==> src/rtl/uart_rx_fifo.sv <==
// rtl/uart_rx_fifo.sv - UART receive FIFO: 11b entries (bi,fe,pe,data), show-ahead head, level/trigger/overrun/error status.
// Optional character timeout enabled by defining UART_RX_TIMEOUT_EN.
module uart_rx_fifo #(
  parameter int DEPTH         = 16,
  parameter int TIMEOUT_TICKS = 640
) (
  input  logic                     clk,
  input  logic                     rst,
  input  logic                     baud_pulse,
  input  logic                     push,
  input  logic [7:0]               din,
  input  logic                     pe_in,
  input  logic                     fe_in,
  input  logic                     bi_in,
  input  logic                     pop,
  input  logic                     clr,
  input  logic                     ovr_clr,
  input  logic [1:0]               trig_lvl,
  output logic [7:0]               dout,
  output logic                     pe_out,
  output logic                     fe_out,
  output logic                     bi_out,
  output logic [$clog2(DEPTH):0]   count,
  output logic                     empty,
  output logic                     full,
  output logic                     trig_hit,
  output logic                     overrun,
  output logic                     err_pending,
  output logic                     timeout
);

  localparam int AW = $clog2(DEPTH);
  localparam logic [AW:0] FULL_CNT = (AW+1)'(DEPTH);

  logic [AW:0]   wr_ptr;
  logic [AW:0]   rd_ptr;
  logic [AW:0]   err_cnt;
  logic [10:0]   mem [DEPTH];
  logic [10:0]   head;
  logic [31:0]   thresh;
  logic          push_ok;
  logic          pop_ok;
  logic          push_err;
  logic          pop_err;

  assign count    = wr_ptr - rd_ptr;
  assign empty    = (count == '0);
  assign full     = (count == FULL_CNT);
  assign head     = mem[rd_ptr[AW-1:0]];

  // A full FIFO still accepts a push when the head leaves in the same cycle.
  assign push_ok  = push & (~full | pop);
  assign pop_ok   = pop & ~empty;
  assign push_err = push_ok & (pe_in | fe_in | bi_in);
  assign pop_err  = pop_ok & (|head[10:8]);

  assign dout     = empty ? 8'h00 : head[7:0];
  assign pe_out   = ~empty & head[8];
  assign fe_out   = ~empty & head[9];
  assign bi_out   = ~empty & head[10];

  always_comb begin
    thresh = 32'd1;
    case (trig_lvl)
      2'b00:   thresh = 32'd1;
      2'b01:   thresh = 32'd4;
      2'b10:   thresh = 32'd8;
      default: thresh = 32'd14;
    endcase
  end

  assign trig_hit    = (32'(count) >= thresh);
  assign err_pending = (err_cnt != '0);

  always_ff @(posedge clk) begin
    if (rst && !clr && push_ok) begin
      mem[wr_ptr[AW-1:0]] <= {bi_in, fe_in, pe_in, din};
    end
  end

  always_ff @(posedge clk) begin
    if (!rst) begin
      wr_ptr  <= '0;
      rd_ptr  <= '0;
      err_cnt <= '0;
    end else if (clr) begin
      wr_ptr  <= '0;
      rd_ptr  <= '0;
      err_cnt <= '0;
    end else begin
      if (push_ok) wr_ptr <= wr_ptr + 1'b1;
      if (pop_ok)  rd_ptr <= rd_ptr + 1'b1;
      case ({push_err, pop_err})
        2'b10:   err_cnt <= err_cnt + 1'b1;
        2'b01:   err_cnt <= err_cnt - 1'b1;
        default: err_cnt <= err_cnt;
      endcase
    end
  end

  // A dropped push outranks ovr_clr; clr leaves the sticky flag alone.
  always_ff @(posedge clk) begin
    if (!rst) begin
      overrun <= 1'b0;
    end else if (push && full && !pop && !clr) begin
      overrun <= 1'b1;
    end else if (ovr_clr) begin
      overrun <= 1'b0;
    end
  end

`ifdef UART_RX_TIMEOUT_EN
  localparam int TW = $clog2(TIMEOUT_TICKS + 1);
  localparam logic [TW-1:0] TMO_MAX = TW'(TIMEOUT_TICKS);

  logic [TW-1:0] tmo_cnt;
  logic          tmo_q;

  always_ff @(posedge clk) begin
    if (!rst) begin
      tmo_cnt <= '0;
      tmo_q   <= 1'b0;
    end else if (clr || push_ok || pop_ok || empty) begin
      tmo_cnt <= '0;
      tmo_q   <= 1'b0;
    end else begin
      if (baud_pulse && tmo_cnt != TMO_MAX) tmo_cnt <= tmo_cnt + 1'b1;
      if (tmo_cnt == TMO_MAX)               tmo_q   <= 1'b1;
    end
  end

  assign timeout = tmo_q;
`else
  logic unused_tmo;
  assign unused_tmo = baud_pulse & (TIMEOUT_TICKS != 0);
  assign timeout    = 1'b0;
`endif

endmodule
==> config.mk <==
export PLATFORM = sky130hd
export DESIGN_NAME = uart_rx_fifo
export DESIGN_NICKNAME = d
export VERILOG_FILES = /design/src/rtl/uart_rx_fifo.sv
export SDC_FILE = /design/constraint.sdc
export NUM_CORES = 1
export LEC_CHECK = 0
export BUFFER_PORTS_ARGS = -buffer_cell sky130_fd_sc_hd__buf_2
export CAP_MARGIN = 40
export CORE_ASPECT_RATIO = 0.6
export CORE_MARGIN = 3
export CORE_UTILIZATION = 30
export CTS_BUF_LIST = sky130_fd_sc_hd__clkbuf_4 sky130_fd_sc_hd__clkbuf_8 sky130_fd_sc_hd__clkbuf_16
export CTS_CLUSTER_SIZE = 8
export DETAILED_ROUTE_END_ITERATION = 16
export PLACE_DENSITY_LB_ADDON = 0.15
export SLEW_MARGIN = 20
export SYNTH_ARGS = -nofsm -noshare
export SYNTH_HDL_FRONTEND = slang
export SYNTH_SLANG_ARGS = --single-unit
export TNS_END_PERCENT = 1
==> constraint.sdc <==
create_clock -name clk -period 8.23 [get_ports clk]
set_input_delay 1.646 -clock clk [delete_from_list [all_inputs] [get_ports clk]]
set_output_delay 1.646 -clock clk [all_outputs]
set_load 0.05 [all_outputs]
; After elaboration in Yosys (flattened, before gate mapping)
; Memory sizes are Yosys's and may differ from the RTL's. A register that Yosys moved wholly into a read port is not among the register bits.
; Cells that the tools add are included.
[classes]
n_addsub = 5
mux = 9
n_lt_le_gt_ge = 1
n_eq_ne = 5
n_reduce_logical = 14
bitwise = 13
[op_table]
columns = operator, n
row1 = $ge A5 B32 Y1, 1
row2 = $add A5 B1 Y5 const B, 3
row3 = $pmux W4 S3, 1
row4 = $pmux W5 S2, 1
row5 = $mux W4, 2
row6 = $mux W8, 1
row7 = $and A1 B1 Y1, 7
row8 = $eq A5 B5 Y1 const B, 1
row9 = $logic_and A1 B1 Y1, 5
row10 = $logic_not A5 Y1, 1
row11 = $reduce_bool A5 Y1, 1
row12 = $sub A5 B1 Y5 const B, 1
row13 = $sub A5 B5 Y5, 1
row14 = $eq A2 B1 Y1 const B, 2
row15 = $eq A2 B2 Y1 const B, 2
row16 = $mux W1, 4
row17 = $reduce_bool A2 Y1, 2
row18 = $not A1 Y1, 3
row19 = $or A1 B1 Y1, 3
row20 = $reduce_or A3 Y1, 1
row21 = $logic_not A1 Y1, 2
row22 = $logic_not A2 Y1, 1
row23 = $reduce_or A2 Y1, 1
[word_totals]
ramBits = 176
output_inout_bits = 22
mem_count = 1
reg_bits = 16
elab_cells = 52
in_bits = 20
[memory_table]
columns = memory, words, word_bits, rd, rd_ports_with_merged_regs, write_ports, line_no
row1 = mem, 16, 11, 1, 1, 1, 38  ; logic [10:0] mem [DEPTH];

; Depth between registers and ports, before layout
; Gate-level depths: netlist of run 1.
[logic_depth]
word_depth = 8
mapped_depth = 18
ltp_nobuf = 18

; Least setup slack after synthesis of run 1
; OpenSTA, ideal clock, no wires.
[synth_timing]
kind = reg2out
startpoint = register wr_ptr[0]
endpoint = output dout[0]
n_path_buf = 1
stages_incl_launch_ff = 10
path_slack_ps = 3270
required_ps = 6584
arrival_time_ps = 3314
cell_sequence = dfxtp_1 -> inv_1 -> ha_1 -> fa_1 -> xnor2_2 -> nor2_1 -> mux2i_4 -> nor2_1 -> buf_2 -> nor2b_1
[synth_between]
elab_chain_cells = 3
[synth_rtl]
columns = item, line_no
row1 = start: declaration, 35  ; logic [AW:0] wr_ptr;
row2 = start signal: assignment, 91  ; if (push_ok) wr_ptr <= wr_ptr + 1'b1;
row3 = $sub A5 B5 Y5, 46  ; assign count = wr_ptr - rd_ptr;
row4 = net count[2], 23  ; output logic [$clog2(DEPTH):0] count,
row5 = $logic_not A5 Y1, 47  ; assign empty = (count == '0);
row6 = net empty, 24  ; output logic empty,
row7 = $mux W8, 57  ; assign dout = empty ? 8'h00 : head[7:0];
row8 = end: declaration, 19  ; output logic [7:0] dout,
; The timed path passes the listed nets, and every way through them passes these cells.

; Final worst setup path of run 1
[layout_timing]
startpoint = register wr_ptr[0]
endpoint = output empty
[layout_between]
elab_chain_cells = 2
[layout_rtl]
columns = item, line_no
row1 = $sub A5 B5 Y5, 46
row2 = $logic_not A5 Y1, 47
row3 = end: declaration, 24
; No other way between the ends.

==> results of run 1 <==
-- sequential cells by signal, summed over array words and instances (netlist names), named ones only --
signal,flops
mem,176
err_cnt,5
rd_ptr,5
overrun,1
wr_ptr,5
-- report_power, final --
part / total (uW) / internal [uW] / switching [uW]
Sequential: 1090 / 1090 / 3.17
Clock: 763 / 421 / 342
Combinational: 220 / 66.4 / 154
-- synth_stat cells, types with 5 or more instances --
| master | n | area share [%] |
|---|---|---|
| nand3_1 | 8 | 0.49 |
| buf_6 | 5 | 0.69 |
| clkbuf_1 | 7 | 0.32 |
| a21oi_1 | 12 | 0.74 |
| nor2b_1 | 17 | 1.3 |
| nor3_1 | 14 | 0.86 |
| nand2b_1 | 5 | 0.38 |
| edfxtp_1 | 176 | 65 |
| mux4_2 | 50 | 14 |
| ha_1 | 17 | 2.6 |
| or3_1 | 5 | 0.38 |
| nor2_1 | 23 | 1.1 |
| dfxtp_1 | 20 | 4.9 |
| inv_1 | 12 | 0.55 |
| xor2_1 | 7 | 0.75 |
| nand2_1 | 12 | 0.55 |
| o21ai_0 | 6 | 0.37 |
-- layer usage --
metal / vias to the layer above / global-route usage (%) / wire [um]
li1: 1864 / - / -
met1: 2149 / 19.9 / 9150
met2: 63 / 19.5 / 8260
met3: 17 / 2.90 / 852
met4: 0 / 4.10 / 215
met5: - / 0 / 0
-- area by class of cell --
cell class / count / share of cell area, %
clock buffer: 20 / 4.67
multi-input combinational: 209 / 25.3
clock inverter: 10 / 0.900
tap: 360 / 4.70
sequential: 196 / 59.3
inverter: 13 / 0.509
timing repair buffer: 62 / 4.60
-- worst paths after layout --
kind	from	endpoint	slack, ps	depth (start not counted)
max reg2reg	wr_ptr[0]$_SDFFE_PP0P_	err_cnt[4]$_SDFFE_PP0P_	3920	17
min reg2reg	err_cnt[4]$_SDFFE_PP0P_	err_cnt[4]$_SDFFE_PP0P_	490	2
min	err_cnt[4]$_SDFFE_PP0P_	err_cnt[4]$_SDFFE_PP0P_	490	2
max	wr_ptr[0]$_SDFFE_PP0P_	empty	3400	10
-- logic make-up (layout without fill, tap and decap cells) --
kind of cell    Yosys count  count (layout)  share of synthesized area [%]
other cells               1               1                         0.0459
xor+xnor                 11              11                           1.36
simple gates             94              94                           6.17
fa+ha+maj                19              19                           3.09
flops                   196             196                           69.6
mux                      55              55                           15.1
compound gates           29              29                           2.47
buf+inv                  33             105                           2.13
-- through the flow --
step | total power [uW] | instance area [sq um] | hold slack [ps] | instances | util (%)
5_1_grt | 2150 | 9590 | 511 | 870 | 36.1
6_report | 2070 | 9590 | 489 | 870 | 36.1
3_5_place_dp | 1340 | 9060 | 479 | 840 | 34.1
3_3_place_gp | 1330 | 8920 | 478 | 831 | 33.5
2_1_floorplan | 1270 | 8170 | 458 | 438 | -
4_1_cts | 2100 | 9590 | 489 | 870 | 36.1
-- worst min-delay path, cell delays in order, from the launching register on --
cell     delay (ps)
dfxtp_1         320
o21ai_0          70
a21oi_1          60
==> results.toml, run 1 <==
[yosys]
synth_warnings = 0
ys_seq_area_share_pct = 69.6
netlist_area_sq_um = 8170
async_reset_ff_share_pct = 0
synth_cells = 438
ys_types = 45
synth_fp_nets = 477
synth-edff-count = 176
synth_ff_type = "edfxtp_1"
ys_ff_latch = 196
syn_area_per_cell_sq_um = 18.7

[placement]
dpl.hpwl_mm = 12.5
place_ws_ps = 3740
place_congestion = 0.729
io_buffers = 39

[setup_path]
crit_type = "flop to output port"
crit_path_end_kind = "output port"
crit_buf_inv = 4
cp.required_ps = 6580
cp_slowest_cell = "fa_1"
path_cells = "inv_1, ha_1, fa_1, nand2b_1, a21oi_2, xor2_2, inv_2, nor2_1, buf_4, buf_2"
cp_max_fo = 14
cp_top_family = "buffers and inverters"
critPathLaunchType = "flop"
max_stage_delay_ps = 430
cp.arrival_ps = 3190

[timing]
slew_viol_final = 0
fin_ws_ps = 3400
slew_headroom_pct = 50.2
rsz0062_at_grt = "no"
timing.final.crit_share_pct = 58.7
fin_crit_ps = 4830
skew_ps = 6.52
setup_tns_ps = 0
tightest_slew_ps = 743
clock.fmax_ghz = 0.207
setup_viol = 0
hold_viol = 0

[clocking]
clk_pin_slew_ps = 60
ctsResizeCount = 0
cts_made_buffers = 17
cts_tree = "done"
clock_path_buffers = 2
clock_latency_ps = 430
cts_setup_buffers = 0
cts.sinks = 196
htreeDepth = 4
cts_root_buf = "clkbuf_16"
hold_buffers = 0

[detailed_routing]
avgRoutedWirePerCell_um = 21.2
drc = 0
drt-initial-drc-count = 209
post_drt_via_cell_ratio = 4.70
first_pass_iters = 4
drt_wl_total_mm = 18.5
dr_total_vias = 4093
ant_nets = 0

[global_route]
grt_pass1_vias = 4190
grt_pass1_wl_mm = 27.9
grt_max_degree = 28
antenna_found_initial = 0
grt-ovfl-total = 0
globalRouteTotalUtil_pct = 13.3

[hold_path]
min-delay-path-class = "flop to flop"

[floorplanning]
die_y_um = 134
coreArea_sq_um = 26600
initial_core_util_pct = 30.7
ios = 42
core.rowCount = 46
die_area_sq_um = 29300
die_w_um = 219

[power_and_ir_drop]
p_leak_uw = 0.00310
peakVddDrop_mv = 0.122
p_per_area_nw_per_um2 = 216

[cells_and_area]
final_nets = 538
drive_gt1_share_pct = 32.9
multi_input_area_sq_um = 2430
final_common_cell = "edfxtp_1"
syn2layout_area_growth_pct = 17.4
final-seq-area_sq_um = 5690
n_fill_cell = 2473
final_cell_mix = "edfxtp_1, mux4_2, buf_2, nor2_1, dfxtp_1"
n_antenna_cell = 0

[run_status]
status = "finished clean"

[flow_run]
drv_cap = 0
Note: power is estimated with default switching activity, not from simulation.
==> run 2: changes to the inputs <==
- ABC_AREA: default -> 1
- clock period: 8.23 -> 4.3 ns (I/O delays scaled with it)
==> run 2 against run 1 <==
  * Non-clock buffer count grew 2
  * Combinational power grew to 3.3 times the previous value
  * Final cell count grew 36%
  * Critical path type unchanged
  * Critical endpoint is now dout[0]
==> results.toml, run 2 <==
[clocking]
clock_latency_ps = 440
clock_path_buffers = 2
cts_setup_buffers = 0
htreeDepth = 4
hold_buffers = 0
cts_made_buffers = 17
cts_root_buf = "clkbuf_16"
clk_pin_slew_ps = 70
cts_tree = "done"
cts.sinks = 196
ctsResizeCount = 0

[power_and_ir_drop]
p_leak_uw = 0.00354
p_per_area_nw_per_um2 = 446
peakVddDrop_mv = 0.273

[placement]
placed_cell_area_sq_um = 9220
place_congestion = 0.795
dpl.hpwl_mm = 13.5
io_buffers = 39
dp.cells = 1150

[flow_run]
drv_cap = 0

[setup_path]
critPathLaunchType = "flop"
timing.rr.start = "wr_ptr[0]$_SDFFE_PP0P_"
crit_start = "wr_ptr[0]$_SDFFE_PP0P_"
cp.required_ps = 3440
crit_type = "flop to output port"
cp.arrival_ps = 3030
reg2reg_to = "err_cnt[4]$_SDFFE_PP0P_"
reg2reg_slack_ps = 530
reg2reg_depth = 20
crit_path_end_kind = "output port"
cp_max_fo = 8

[hold_path]
worstHoldEndpoint = "err_cnt[4]$_SDFFE_PP0P_"
min-delay-path-class = "flop to flop"
hold_path.startpoint = "err_cnt[4]$_SDFFE_PP0P_"
min_delay_path_depth = 1

[floorplanning]
die_y_um = 137
ios = 42
die_area_sq_um = 30500
die_w_um = 224
core.rowCount = 47
initial_core_util_pct = 30.7
coreArea_sq_um = 27800

[global_route]
globalRouteTotalUtil_pct = 14.9
grt-ovfl-total = 0
grt_pass1_vias = 5115
antenna_found_initial = 0
grt_max_degree = 73
grt_pass1_wl_mm = 33.3

[timing]
hold_viol = 0
tightest_slew_ps = 635
clock.fmax_ghz = 0.257
skew_ps = 9.32
fin_crit_ps = 3890
setup_viol = 0
rsz0062_at_grt = "no"
slew_headroom_pct = 57.6
setup_tns_ps = 0
timing.final.crit_share_pct = 90.3
slew_viol_final = 0

[detailed_routing]
post_drt_via_cell_ratio = 4.71
drt_wl_total_mm = 21.9
drt-initial-drc-count = 383
dr_total_vias = 5556
avgRoutedWirePerCell_um = 18.5
first_pass_iters = 5
drc = 0
ant_nets = 0

[yosys]
synth_common_cells = "edfxtp_1, nand2_1, nand3_1, nor2_1, a21oi_1"
synthTopCellsByArea = "edfxtp_1, nand2_1, dfxtp_1"
ys_types = 39
ys_seq_area_share_pct = 66.8
async_reset_ff_share_pct = 0
ys_ff_latch = 196
synth_ff_type = "edfxtp_1"
synth_warnings = 0
synth.top_cell.area_share_pct = 62.1
synth_cells = 757
syn_area_per_cell_sq_um = 11.3
netlist_area_sq_um = 8520
synth-edff-count = 176
yosysTopAreaCell = "edfxtp_1"
yosysMostFrequentCell = "edfxtp_1"
synth_fp_nets = 796

[cells_and_area]
finish.utilization_pct = 35.2
largest_reg_flops = 176
drive_gt1_share_pct = 14.0
n_fill_cell = 2801
final_common_cell = "edfxtp_1"
final_cells = 1180
stdcell_area_sq_um = 9770
final_nets = 841
final-seq-area_sq_um = 5690
multi_input_area_sq_um = 2500
final_cell_mix = "edfxtp_1, nand2_1, nand3_1, nor2_1, a21oi_1"
n_antenna_cell = 0
syn2layout_area_growth_pct = 14.7

[run_status]
status = "finished clean"
==> run 2: changes by cell type in the layout (fill, tap and decap cells not counted), moves of 17 or more <==
cell	delta
nor2_1	+49
inv_1	+29
nand3_1	+72
nand2_1	+148
nor2b_1	-17
a21oi_1	+36
mux4_2	-50
o21ai_0	+26
==> run 2: through the flow <==
| step | setup slack, ps | power (uW) | hold WS, ps |
|---|---|---|---|
| 2_1_floorplan | 52.0 | 2680 | 424 |
| 3_3_place_gp | 586 | 2890 | 451 |
| 3_5_place_dp | 579 | 2890 | 445 |
| 4_1_cts | 311 | 4420 | 454 |
| 5_1_grt | 193 | 4560 | 481 |
| 6_report | 415 | 4360 | 453 |
==> run 2: worst max path at each step <==
stage	end	slack [ps]	depth (start not counted)
floorplan	dout[0]	50	10
global placement	err_cnt[4]$_SDFFE_PP0P_	590	21
detailed placement	err_cnt[4]$_SDFFE_PP0P_	580	20
CTS	dout[0]	310	11
global route	dout[0]	190	11
finish	dout[0]	410	11
==> run 2: cells by family after synthesis <==
kind of cell               synth area share (%)
AOI/OAI and AO/OA                          7.62
other                                    0.0440
and+or+nand+nor                            17.2
buffers and inverters                      4.23
DFF                                        66.8
xor gates and xnor gates                   1.13
adders and majority gates                  2.97
==> run 2: cell type report <==
cell class                      instances  share of cell area (%)
Multi-Input combinational cell        478                    25.6
Inverter                               45                    1.79
Sequential cell                       196                    58.3
Clock buffer                           18                    4.43
Tap cell                              367                    4.70
Clock inverter                         12                    1.19
Timing Repair Buffer                   64                    4.05
==> run 2: power breakdown <==
part           switching [uW]  total (uW)  internal [uW]
clock                     679        1520            846
combinational             546         731            185
sequential               17.0        2100           2090
==> run 2: worst max-delay path, stage by stage (launching register included) <==
cell and delay (ps):
dfxtp_1 440, inv_1 130, ha_1 240, fa_1 410
xnor2_1 340, nor2_4 80, nand2_2 140, nor2_8 70
inv_6 100, nand2_1 80, a31oi_1 230, buf_2 320
==> run 2: layer usage <==
layer  up-vias  share of wire, %  wire [um]  GRT usage, %
met5         -                 0          0             0
met4         0               1.1        248          4.47
met3        18               4.1        892          2.47
met2        96                41       9060          20.7
met1      2712                53      11700          23.5
li1       2730                 -          -             -
